[src/rtl/offnariscv_stage_buf.sv]
// Pipeline stage buffer: a DEPTH-entry FIFO between two AXI-Stream-style ports.
// Handshake outputs decode registered state only; flush empties the buffer.
module offnariscv_stage_buf #(
  parameter int DATA_WIDTH = 32,
  parameter int DEPTH      = 2,
  parameter int CNT_WIDTH  = $clog2(DEPTH + 1)
) (
  input  logic                  clk,
  input  logic                  rst_n,
  input  logic                  flush,
  input  logic [DATA_WIDTH-1:0] s_axis_tdata,
  input  logic                  s_axis_tvalid,
  output logic                  s_axis_tready,
  output logic [DATA_WIDTH-1:0] m_axis_tdata,
  output logic                  m_axis_tvalid,
  input  logic                  m_axis_tready,
  output logic [CNT_WIDTH-1:0]  count
);

  localparam int PTR_W = (DEPTH > 1) ? $clog2(DEPTH) : 1;

  logic [DATA_WIDTH-1:0] mem_q [DEPTH];
  logic [PTR_W-1:0]      wr_ptr_q, wr_ptr_d;
  logic [PTR_W-1:0]      rd_ptr_q, rd_ptr_d;
  logic [CNT_WIDTH-1:0]  count_q, count_d;
  logic                  push, pop;

  // Pointers wrap explicitly so DEPTH need not be a power of two.
  function automatic logic [PTR_W-1:0] next_ptr(input logic [PTR_W-1:0] p);
    return (p == PTR_W'(DEPTH - 1)) ? '0 : p + PTR_W'(1);
  endfunction

  assign s_axis_tready = (count_q != CNT_WIDTH'(DEPTH));
  assign m_axis_tvalid = (count_q != '0);
  assign m_axis_tdata  = mem_q[rd_ptr_q];
  assign count         = count_q;

  assign push = s_axis_tvalid && s_axis_tready && !flush;
  assign pop  = m_axis_tvalid && m_axis_tready && !flush;

  // NOTE: every next-state signal gets a default first so no latch is inferred.
  always_comb begin
    wr_ptr_d = wr_ptr_q;
    rd_ptr_d = rd_ptr_q;
    count_d  = count_q;
    if (flush) begin
      wr_ptr_d = '0;
      rd_ptr_d = '0;
      count_d  = '0;
    end else begin
      if (push) wr_ptr_d = next_ptr(wr_ptr_q);
      if (pop)  rd_ptr_d = next_ptr(rd_ptr_q);
      case ({push, pop})
        2'b10:   count_d = count_q + CNT_WIDTH'(1);
        2'b01:   count_d = count_q - CNT_WIDTH'(1);
        default: count_d = count_q;
      endcase
    end
  end

  // NOTE: sequential state uses non-blocking assignments only.
  always_ff @(posedge clk or negedge rst_n) begin
    if (!rst_n) begin
      wr_ptr_q <= '0;
      rd_ptr_q <= '0;
      count_q  <= '0;
    end else begin
      wr_ptr_q <= wr_ptr_d;
      rd_ptr_q <= rd_ptr_d;
      count_q  <= count_d;
    end
  end

  // NOTE: storage is deliberately not reset; count gates every read of it.
  always_ff @(posedge clk) begin
    if (push) mem_q[wr_ptr_q] <= s_axis_tdata;
  end

endmodule

[config.mk]
export PLATFORM = sky130hd
export DESIGN_NAME = offnariscv_stage_buf
export DESIGN_NICKNAME = d
export VERILOG_FILES = /design/src/rtl/offnariscv_stage_buf.sv
export SDC_FILE = /design/constraint.sdc
export NUM_CORES = 1
export LEC_CHECK = 0
export ABC_AREA = 1
export ABC_CLOCK_PERIOD_IN_PS = 5100
export BUFFER_PORTS_ARGS = -buffer_cell sky130_fd_sc_hd__buf_2
export CAP_MARGIN = 40
export CORE_ASPECT_RATIO = 0.8
export CORE_MARGIN = 4
export CORE_UTILIZATION = 39
export DETAILED_ROUTE_END_ITERATION = 10
export GPL_TIMING_DRIVEN = 0
export PLACE_DENSITY = 0.63
export RECOVER_POWER = 50
export SLEW_MARGIN = 0
export SYNTH_ARGS = -nofsm -noshare
export SYNTH_HDL_FRONTEND = slang
export SYNTH_SLANG_ARGS = --single-unit
[constraint.sdc]
create_clock -name clk -period 5.1 [get_ports clk]
set_clock_uncertainty 0.15 [all_clocks]
set_input_delay 0.255 -clock clk [delete_from_list [all_inputs] [get_ports clk]]
set_output_delay 0.255 -clock clk [all_outputs]
set_load 0.1 [all_outputs]
==> results_dict.tcl <==
set metrics [dict create \
    share_comb_of_total_power_pct 48.7 \
    slew_headroom_pct 21.9 \
    synth-warning-count 0 \
    yosysSeqAreaShare_pct 77.5 \
    seqPwrFrac_pct 34.3 \
    rows 26 \
    maxSlewViolCount 0 \
    p_int_mw 0.980 \
    die_h_um 81.1 \
    drive_gt1_share_pct 22.0 \
    cts_tree "built" \
    ctsHtreeMaxLevel 3 \
    port-buffer-count 72 \
    clock_power_share_pct 17.0 \
    clockRootBuffer "clkbuf_8" \
    synth_cell_type_count 18 \
    diodes 0 \
    grt_max_degree 21 \
    detail_route.vias_per_cell 4.30 \
    nFillCells 563 \
    yosysTopAreaCell "edfxtp_1" \
    firstDrtPassIters 4 \
    min-delay-start "m_axis_tready" \
    path_clk_slew_ns 0.06 \
    vias 1790 \
    tns_ns 0 \
    routed_wirelength_mm 5.00 \
    leakage_nw 1.50 \
    hold_viol 0 \
    max_freq_mhz 415 \
    antenna_found_initial 0 \
    syn-instance-count 209 \
    arrival_ns 2.29 \
    drtIter0Drc 61 \
    crit_start "count[0]" \
    grt_pass1_vias 1780 \
    start_util_pct 40.5 \
    drv_cap 0 \
    worst_pin_slew_ns 1.18 \
    area.sequential_sq_um 2020 \
    ys_ff_latch 68 \
    clock_sinks 68 \
    dieWidth_um 99.4 \
    syn_nets 246 \
    finalPower_mw 2.01 \
    pwr_density_cell_nw_per_um2 569 \
    grt_pass1_wl_mm 8.11 \
    setup_viol 0 \
    post_cts_resized 0 \
    wl_per_cell_um 12.0 \
    fin_crit_ns 2.41 \
    synth_area_leaders "edfxtp_1, nand2_1, dfrtp_1" \
    syn_area_sq_um 2610 \
    finalNetCount 366 \
    cp_max_fo 11 \
    crit_required_ns 4.98 \
    final_common_cell "nand2_1" \
    overflow 0 \
    grt_usage_pct 13.3 \
    fp.coreArea_sq_um 6440 \
    drcViolationCount 0 \
    rsz0062_at_grt "no" \
    endpoint_kind "flip-flop" \
    start_kind "flip-flop" \
    switching_share_pct 51.3 \
    fin_crit_sh_pct 47.2 \
    clk_latency_ns 0.33 \
    antenna_left 0 \
    r2r-start "count[0]" \
    hold_buffers 33 \
    worst_ir_drop_vdd_mv 0.271 \
    p_sw_mw 1.03 \
    cts_setup_buffers 0 \
    path_class "reg2reg" \
    final_cell_mix "nand2_1, edfxtp_1, buf_2, dlygate4sd3_1, clkbuf_1" \
    hold_slack_ns 0.0863 \
    ioPinCount 73 \
    multi_input_area_sq_um 505 \
    areaGrowthSynthToFinish_pct 35.7 \
    synth_top_area_share_pct 73.7 \
    syn_area_per_cell_sq_um 12.5 \
    hp-class "in2reg" \
    status "finished, final reports clean" \
    cts_buffers 9 \
    die-area_sq_um 8070 \
    clock_path_buffers 2 \
    dp_hpwl_mm 3.47 \
    gp_congestion 0.718 \
]
==> stage by stage <==
| step | std cells | util (%) | setup slack, ns | cell area [sq um] |
|---|---|---|---|---|
| 2_1_floorplan | 209 | - | 0.737 | 2610 |
| 3_5_place_dp | 369 | 48.5 | 2.97 | 3120 |
| 4_1_cts | 416 | 55.9 | 2.85 | 3600 |
| 5_1_grt | 416 | 54.9 | 2.53 | 3540 |
| 6_report | 416 | 54.9 | 2.69 | 3540 |
| 3_3_place_gp | 365 | 47.7 | 0.325 | 3070 |
==> routing by layer <==
layer | vias to the layer above | track usage, % | part of all wire (%)
li1 | 928 | - | -
met1 | 809 | 15.4 | 44
met2 | 49 | 22.7 | 49
met3 | 4 | 6.18 | 6.6
met4 | 0 | 3.27 | 0.42
met5 | - | 0 | 0
==> cell usage after synthesis, drive strengths merged <==
| cell type | count |
|---|---|
| a21oi | 2 |
| nand3 | 2 |
| buf | 6 |
| inv | 8 |
| nor3 | 1 |
| o21ai | 2 |
| nor2 | 3 |
| edfxtp | 64 |
| clkbuf | 1 |
| nand3b | 1 |
| nand2 | 114 |
| clkinv | 1 |
| dfrtp | 4 |
==> worst max-delay path: stages, from the launching register on <==
cell      delay, ns
dfrtp_1        0.41
inv_1          0.12
nand2_4        0.08
nand2_1        0.13
nor3_1         0.45
clkbuf_1       0.53
buf_6          0.25
==> layout make-up <==
class | instances | area share, %
Buffer | 7 | 0.920
Clock inverter | 4 | 0.531
Inverter | 9 | 0.955
Clock buffer | 10 | 3.61
Tap cell | 84 | 2.97
Sequential cell | 68 | 57.2
Timing Repair Buffer | 109 | 19.6
Multi-Input combinational cell | 125 | 14.3
==> flip-flops by register name (all words and copies together), names as in the netlist <==
name      flops
count         2
wr_ptr_q      1
rd_ptr_q      1
mem_q        64
==> path summary, 6_finish.rpt <==
kind	to	slack, ns	cells past startpoint
min reg2reg	count[0]	0.41	2
min in group asynchronous	wr_ptr_q	0.13	2
min	rd_ptr_q	0.09	3
max reg2reg	mem_q[1][15]	2.69	6
max	mem_q[1][15]	2.69	6
max in group asynchronous	rd_ptr_q	4.49	2
==> power groups by stage <==
stage	registers (mW)	clock network [mW]	logic [mW]
after global placement	0.703	0	0.966
after CTS	0.689	0.351	1.00
after global routing	0.693	0.387	1.03
final	0.689	0.343	0.980
after floorplan	0.750	0	0.766
after detailed placement	0.701	0	0.980
==> logic make-up after synthesis <==
| logic type | after synthesis | synth area share [%] |
|---|---|---|
| compound gates | 4 | 0.911 |
| buf+inv | 16 | 2.59 |
| flops | 68 | 77.5 |
| simple gates | 121 | 19.0 |
Power figures use the tool's default switching activity.
